**config.mk**
```make
export PLATFORM = sky130hd
export DESIGN_NAME = seq_div12
export DESIGN_NICKNAME = d
export VERILOG_FILES = /design/src/rtl/seq_div12_pkg.sv /design/src/rtl/seq_div12_sub13.sv /design/src/rtl/seq_div12.sv
export SDC_FILE = /design/constraint.sdc
export NUM_CORES = 1
export LEC_CHECK = 0
export CAP_MARGIN = 5
export CORE_MARGIN = 3
export CORE_UTILIZATION = 37
export DETAILED_ROUTE_END_ITERATION = 16
export PLACE_DENSITY = 0.58
export SETUP_SLACK_MARGIN = 0.5
export SYNTH_ARGS = -nofsm -noshare
export SYNTH_HDL_FRONTEND = slang
export SYNTH_HIERARCHICAL = 1
export SYNTH_SLANG_ARGS = --single-unit
```
**constraint.sdc**
```tcl
create_clock -name clk -period 8.5 [get_ports clk]
set_input_delay 2.55 -clock clk [delete_from_list [all_inputs] [get_ports clk]]
set_output_delay 2.55 -clock clk [all_outputs]
set_load 0.01 [all_outputs]
```
**src/rtl/seq_div12_pkg.sv**
```systemverilog
// Shared constants and types for the sequential restoring divider.
package seq_div12_pkg;

    localparam int unsigned DIV_WIDTH = 12;

    // Quotient reported when the captured divisor is zero.
    localparam logic [DIV_WIDTH-1:0] DBZ_QUOTIENT = 12'hFFF;

    typedef enum logic [1:0] {
        ST_IDLE,
        ST_RUN,
        ST_DONE
    } state_t;

endpackage

```
**src/rtl/seq_div12_sub13.sv**
```systemverilog
// Combinational ripple subtractor: diff = a - b, formed as a + ~b + 1.
// borrow is high when b > a (no carry out of the top bit).
module sub13 #(
    parameter int unsigned N = 13
) (
    input  logic [N-1:0] a,
    input  logic [N-1:0] b,
    output logic [N-1:0] diff,
    output logic         borrow
);

    logic [N:0] carry;

    // Ripple the carry from bit 0 upward through full-adder cells.
    always_comb begin
        carry    = '0;
        diff     = '0;
        carry[0] = 1'b1;
        for (int unsigned i = 0; i < N; i++) begin
            diff[i]      = a[i] ^ ~b[i] ^ carry[i];
            carry[i + 1] = (a[i] & ~b[i]) | (carry[i] & (a[i] ^ ~b[i]));
        end
        borrow = ~carry[N];
    end

endmodule

```
**src/rtl/seq_div12.sv**
```systemverilog
// Sequential restoring divider: one quotient bit per cycle, MSB first.
// Divide-by-zero skips the iterations and reports all-ones / dividend.
module seq_div12
    import seq_div12_pkg::*;
#(
    parameter int unsigned WIDTH = DIV_WIDTH
) (
    input  logic             clk,
    input  logic             rst,
    input  logic             start,
    input  logic [WIDTH-1:0] dividend,
    input  logic [WIDTH-1:0] divisor,
    output logic             busy,
    output logic             done,
    output logic [WIDTH-1:0] quotient,
    output logic [WIDTH-1:0] remainder,
    output logic             div_by_zero
);

    localparam int unsigned CNT_W = $clog2(WIDTH);

    state_t             state_q;
    logic [CNT_W-1:0]   cnt_q;
    logic [WIDTH-1:0]   divisor_q;
    logic [WIDTH-1:0]   work_q;      // dividend bits shift out, quotient bits shift in
    logic [WIDTH-1:0]   prem_q;      // partial remainder
    logic [WIDTH-1:0]   quotient_q;
    logic [WIDTH-1:0]   remainder_q;
    logic               busy_q;
    logic               done_q;
    logic               dbz_q;

    logic [WIDTH:0]     trial_a_d;
    logic [WIDTH:0]     trial_b_d;
    logic [WIDTH:0]     trial_diff_d;
    logic               trial_borrow_d;
    logic               qbit_d;
    logic [WIDTH-1:0]   prem_d;
    logic [WIDTH-1:0]   work_d;

    sub13 #(
        .N(WIDTH + 1)
    ) u_sub13 (
        .a      (trial_a_d),
        .b      (trial_b_d),
        .diff   (trial_diff_d),
        .borrow (trial_borrow_d)
    );

    // One restoring step: shift in the next dividend bit and try subtracting.
    // Sign bit and borrow agree over the reachable operand range.
    always_comb begin
        trial_a_d = {prem_q, work_q[WIDTH-1]};
        trial_b_d = {1'b0, divisor_q};
        qbit_d    = ~(trial_diff_d[WIDTH] | trial_borrow_d);
        prem_d    = qbit_d ? trial_diff_d[WIDTH-1:0] : trial_a_d[WIDTH-1:0];
        work_d    = {work_q[WIDTH-2:0], qbit_d};
    end

    // Control FSM, iteration counter, datapath and registered outputs.
    always_ff @(posedge clk or posedge rst) begin
        if (rst) begin
            state_q     <= ST_IDLE;
            cnt_q       <= '0;
            divisor_q   <= '0;
            work_q      <= '0;
            prem_q      <= '0;
            quotient_q  <= '0;
            remainder_q <= '0;
            busy_q      <= 1'b0;
            done_q      <= 1'b0;
            dbz_q       <= 1'b0;
        end else begin
            done_q <= 1'b0;
            case (state_q)
                ST_IDLE: begin
                    busy_q <= 1'b0;
                    if (start) begin
                        divisor_q <= divisor;
                        work_q    <= dividend;
                        prem_q    <= '0;
                        cnt_q     <= CNT_W'(WIDTH - 1);
                        busy_q    <= 1'b1;
                        if (divisor == '0) begin
                            state_q     <= ST_DONE;
                            done_q      <= 1'b1;
                            quotient_q  <= WIDTH'(DBZ_QUOTIENT);
                            remainder_q <= dividend;
                            dbz_q       <= 1'b1;
                        end else begin
                            state_q <= ST_RUN;
                        end
                    end
                end
                ST_RUN: begin
                    prem_q <= prem_d;
                    work_q <= work_d;
                    cnt_q  <= cnt_q - 1'b1;
                    if (cnt_q == '0) begin
                        state_q     <= ST_DONE;
                        done_q      <= 1'b1;
                        quotient_q  <= work_d;
                        remainder_q <= prem_d;
                        dbz_q       <= 1'b0;
                    end
                end
                ST_DONE: begin
                    state_q <= ST_IDLE;
                    busy_q  <= 1'b0;
                end
                default: begin
                    state_q <= ST_IDLE;
                    busy_q  <= 1'b0;
                end
            endcase
        end
    end

    assign busy        = busy_q;
    assign done        = done_q;
    assign quotient    = quotient_q;
    assign remainder   = remainder_q;
    assign div_by_zero = dbz_q;

endmodule

```
# ---- Word-level counts from Yosys, hierarchy flattened
# Index checks and enable logic that the tools add are counted.
dict set report word_totals {
  out_inout_bits 27
  word_cells 130
  input_bits 27
  register_bits 69
}
dict set report op_classes {
  reduce_logical 8
  muxes 29
  n_bitwise 78
  n_addsub 1
  n_eq_ne 4
}
# operator n
set op_table {}
lappend op_table {{12-bit two-way mux} 9}
lappend op_table {{12-bit one-hot mux with 2 select lines} 4}
lappend op_table {{1-bit bitwise AND} 24}
lappend op_table {{1-bit bitwise XOR} 24}
lappend op_table {{1-bit inverter} 16}
lappend op_table {{1-bit OR} 14}
lappend op_table {{12-bit logical NOT} 1}
lappend op_table {{4-bit one-hot mux with 2 select lines} 1}
lappend op_table {{1-bit two-way mux} 7}
lappend op_table {{2-bit two-way mux} 3}
lappend op_table {{2-bit inequality test, second input constant} 3}
lappend op_table {{1-bit one-hot mux with 2 select lines} 3}
lappend op_table {{2-bit AND reduction} 3}
lappend op_table {{4-bit logical NOT} 1}
lappend op_table {{4-bit two-way mux} 1}
lappend op_table {{2-bit one-hot mux with 2 select lines} 1}
lappend op_table {{4-bit AND reduction} 1}
lappend op_table {{4-bit by 1-bit subtractor with 4-bit output, second input constant} 1}
lappend op_table {{2-bit by 1-bit == test with 1-bit output, second input constant} 1}
lappend op_table {{2-bit logical NOT} 1}
lappend op_table {{2-bit nonzero test} 1}

# ---- Depth between registers and ports, before layout
dict set report logic_depth {
  ltp_word 32
  depth_mapped 22
  mapped_depth_nobuf 21
}

# ---- Cells and area by module
# The synthesis kept the hierarchy.
# module area_each_um2 seq_area_each_um2 n_inst cells_each
set by_module_without_submodules {}
lappend by_module_without_submodules {seq_div12 3036.7 1726.7 1 274}
lappend by_module_without_submodules {sub13 354.1 0.0 1 40}

# ---- Worst setup path before layout
# OpenSTA, ideal clock, no wires.
dict set report synth_path {
  kind {flip-flop to flip-flop}
  from {register work_q[11]}
  to {register remainder_q[0] (netlist: remainder[0])}
  stages_incl_launch_ff 23
  path_buffers 1
  slack_ns 2.139
  arrival_ns 6.234
  t_required_ns 8.373
  synth_period_minus_slack_ns 6.361
  path_cell_list {dfrtp_1 -> inv_1 -> ha_1 -> fa_1 -> fa_1 -> fa_1 -> fa_1 -> fa_1 -> fa_1 -> fa_1 -> fa_1 -> fa_1 -> inv_1 -> fa_1 -> inv_1 -> fa_1 -> fa_1 -> inv_1 -> nor2_1 -> buf_2 -> mux2i_1 -> o21ai_0 -> mux2_1}
}
dict set report synth_between {
  elab_cells_between_ends 34
  classes_between {3 x mux; 31 x bitwise}
}
# element line_no
set synth_rtl {}
lappend synth_rtl {{start, declared} seq_div12.sv:25} ;# logic [WIDTH-1:0] work_q;
lappend synth_rtl {{start signal, assigned} seq_div12.sv:80} ;# work_q <= dividend;
lappend synth_rtl {{start signal, assigned} seq_div12.sv:97} ;# work_q <= work_d;
lappend synth_rtl {{1-bit bitwise AND / 1-bit bitwise XOR (equally long branches)} seq_div12_sub13.sv:21} ;# carry[i + 1] = (a[i] & ~b[i]) | (carry[i] & (a[i] ^ ~b[i]));
lappend synth_rtl {{1-bit OR (*)} seq_div12_sub13.sv:21}
lappend synth_rtl {{1-bit bitwise AND (*)} seq_div12_sub13.sv:21}
lappend synth_rtl {{1-bit OR (*)} seq_div12_sub13.sv:21}
lappend synth_rtl {{1-bit bitwise AND (*)} seq_div12_sub13.sv:21}
lappend synth_rtl {{1-bit OR (*)} seq_div12_sub13.sv:21}
lappend synth_rtl {{1-bit bitwise AND (*)} seq_div12_sub13.sv:21}
lappend synth_rtl {{1-bit OR (*)} seq_div12_sub13.sv:21}
lappend synth_rtl {{[14 not listed]} --}
lappend synth_rtl {{1-bit bitwise AND (*)} seq_div12_sub13.sv:21}
lappend synth_rtl {{1-bit OR (*)} seq_div12_sub13.sv:21}
lappend synth_rtl {{1-bit bitwise XOR (*)} seq_div12_sub13.sv:20} ;# diff[i] = a[i] ^ ~b[i] ^ carry[i];
lappend synth_rtl {{net trial_diff_d[12]} seq_div12.sv:35} ;# logic [WIDTH:0] trial_diff_d;
lappend synth_rtl {{1-bit OR (*)} seq_div12.sv:55} ;# qbit_d = ~(trial_diff_d[WIDTH] | trial_borrow_d);
lappend synth_rtl {{12-bit two-way mux (*)} seq_div12.sv:56} ;# prem_d = qbit_d ? trial_diff_d[WIDTH-1:0] : trial_a_d[WIDTH-1:0];
lappend synth_rtl {{12-bit two-way mux (*)} seq_div12.sv:99} ;# if (cnt_q == '0) begin
lappend synth_rtl {{12-bit one-hot mux with 2 select lines (*)} seq_div12.sv:75} ;# case (state_q)
lappend synth_rtl {{end signal, assigned} seq_div12.sv:88} ;# remainder_q <= dividend;
lappend synth_rtl {{end signal, assigned} seq_div12.sv:103} ;# remainder_q <= prem_d;
lappend synth_rtl {{end, declared} seq_div12.sv:28} ;# logic [WIDTH-1:0] remainder_q;
# The timed path passes the listed nets; every way through them passes the cells marked *. The select of a mux whose other input is x is not followed.
# A chain may end at the register's enable or synchronous reset.

# ---- Final worst setup path
dict set report layout_path {
  from {register work_q[11]}
  to {register remainder_q[4] (netlist: remainder[4])}
}
# Same word-level chain as after synthesis.

==> results.cfg <==
[die]
io_pins = 54
die_y_microns = 102
rows = 34
initial_core_util_pct = 38.5
die_w_microns = 102
die-area_sq_um = 10300
core_region_area_sq_um = 8810

[clocking]
cts_setup_buffers = 0
holdBufCountCts = 0
clkLatencyLatePin_ns = 0.34
clock_sinks = 69
clockRootBuffer = clkbuf_8
cts_repair_resize_count = 0
cts_made_buffers = 9
clk_pin_slew_ns = 0.08
htreeDepth = 3
clockBufferDepth = 2
cts_tree = done

[worst_setup_path]
cp_common_cell = fa_1
r2r-start = work_q[11]
reg2reg_slack_ns = 2.02
critPathCaptureType = register
worst-path-buf-inv = 5
start_kind = register
path_class = register to register
cp.depth = 22
crit_required_ns = 8.73
slowest_delay_ns = 0.50
rr_endpoint = remainder[4]
endpoint = remainder[4]
crit_family = adder cells
crit_start = work_q[11]
slowest_stage = fa_1
crit_fanout = 13
cp.arrival_ns = 6.71
rr_worst_depth = 22
crit_chain = inv_1, ha_1, fa_1, fa_1, fa_1, fa_1, fa_1, fa_1, fa_1, fa_1, fa_1, inv_1, fa_1, inv_1, fa_1, fa_1, inv_1, nor2_1, buf_4, mux2i_1, o21ai_0, mux2_1

[synth]
avgSynthCellArea_sq_um = 10.8
yosysWarnings = 6
synth_edf_count = 0
synth_area_leader_cell = dfrtp_1
yosysTopAreaCellShare_pct = 50.9
syn_area_sq_um = 3390
synth_most_common_cell = dfrtp_1
yosysSeqAreaShare_pct = 50.9
synthTopCellsByCount = 69 x dfrtp_1, 42 x inv_1, 42 x nand2_1, 27 x o21ai_0, 23 x mux2i_1
synth_cells = 314
synth-seq-cells = 69
syn_nets = 356
synth_cell_types = 29
async_reset_ff_share_pct = 100
synth_flop_cell = dfrtp_1
synth_area_leaders = dfrtp_1 51%, fa_1 7.1%, mux2i_1 6.8%, mux2_2 5.6%, inv_1 4.6%

[detailed_routing]
antenna_left = 0
wl_per_cell_microns = 14.9
wl_microns = 7170
drt_iter0_drc = 95
firstDrtPassIters = 4
via_per_inst = 4.79
vias = 2301
drc = 0

[layout]
diodes = 0
fin_cells = 480
fin_area_sq_um = 4220
final_core_util_pct = 47.9
area_delta_synth_final_pct = 24.4
nNetsFinal = 410
drive_gt1_share_pct = 11.3
fillerInstances = 835

[timing]
period_share_pct = 76.2
hold_violations = 0
worstMarginPinSlew_ns = 0.897
skew_ns = 0.00889
max_freq_ghz = 0.154
holdWs_ns = 0.490
slew_headroom_pct = 40.2
slew_violations = 0
finalCriticalPeriod_ns = 6.48
setup_viol = 0
tns_ns = 0
rsz0062_at_grt = false

[global_route]
gr-usage-all-layers_pct = 15.3
gr-max-usage-layer = met2
use_met2_pct = 22.6
grt.overflow.total = 0
grt_util_met3_pct = 3.10
grt_pass1_vias = 2379
grtUsageMet1_pct = 22.2
grt_pass1_wl_microns = 12300
grt_max_degree = 70
antenna_found_initial = 0

[placed_design]
dp_cells = 465
place_area_sq_um = 4020
port_buffers = 53
dpl.hpwl_microns = 5000
gp_congestion = 0.765

[power_and_ir_drop]
power_density_nw_per_um2 = 367
p_leak_nw = 1.94
vdd_drop_max_v = 0.000161

[run_status]
outcome = finished, final reports clean

[flow_run]
drv_cap = 0

[min_path]
hold_class = register to register
[per-layer routing]
layer	wire, microns	vias up	part of all wire (%)
met5	0	-	0
met4	104	0	1.5
met2	3130	56	44
met1	3580	1115	50
li1	-	1122	-
met3	356	8	5.0
[cells by family (layout without fill, tap and decap cells)]
group	count (synthesis)	after routing	share of synthesized area, %
buf+inv	57	115	7.01
compound gates	54	54	9.00
simple gates	68	68	9.15
flops	69	69	50.9
fa+ha+maj	15	15	8.19
mux	48	48	15.1
other cells	1	1	0.111
xor+xnor	2	2	0.517
[area by class of cell]
class	instances	area, sq um	share of cell area [%]
sequential	69	1730	40.9
multi-input combinational	188	1430	33.9
tap	108	135	3.20
timing repair buffer	58	568	13.5
clock inverter	4	47.5	1.13
clock buffer	11	151	3.59
inverter	42	158	3.74
[per-stage QoR]
step | power, mW | worst slack [ns]
3_3_place_gp | 1.27 | 2.13
3_5_place_dp | 1.29 | 2.03
6_report | 1.55 | 2.02
2_1_floorplan | 1.04 | 2.14
4_1_cts | 1.57 | 2.02
5_1_grt | 1.71 | 1.59
[flip-flops by register name, summed over array words and instances, names as in the netlist]
signal,cells
done,1
remainder,12
div_by_zero,1
prem_q,12
divisor_q,12
cnt_q,4
work_q,12
busy,1
state_q,2
quotient,12
[report_power, final]
part           internal, mW  switching, mW
Clock                 0.149          0.126
Sequential            0.472          0.101
Combinational         0.340          0.359
[layout by cell type (no fill, tap or decap), types with 2 or more instances in the layout]
| cell | n |
|---|---|
| a21o_1 | 12 |
| mux2_1 | 8 |
| dfrtp_1 | 69 |
| fa_1 | 12 |
| nor4_1 | 4 |
| buf_4 | 5 |
| nand2_1 | 42 |
| inv_1 | 41 |
| clkdlybuf4s50_1 | 53 |
| nor2_1 | 13 |
| nand2b_1 | 2 |
| a21oi_1 | 13 |
| clkinv_2 | 2 |
| mux2i_1 | 23 |
| o21ai_0 | 27 |
| ha_1 | 3 |
| mux2_2 | 17 |
| nand3_1 | 2 |
| clkbuf_8 | 11 |
[worst min path at each step]
stage,from,endpoint,cells after the start
6_report,remainder[0],remainder[0],1
5_1_grt,remainder[2],remainder[2],1
4_1_cts,remainder[0],remainder[0],1
3_5_place_dp,remainder[1],remainder[1],1
3_3_place_gp,remainder[3],remainder[3],1
2_1_floorplan,prem_q[11],prem_q[11],2
Power figures use the tool's default switching activity.
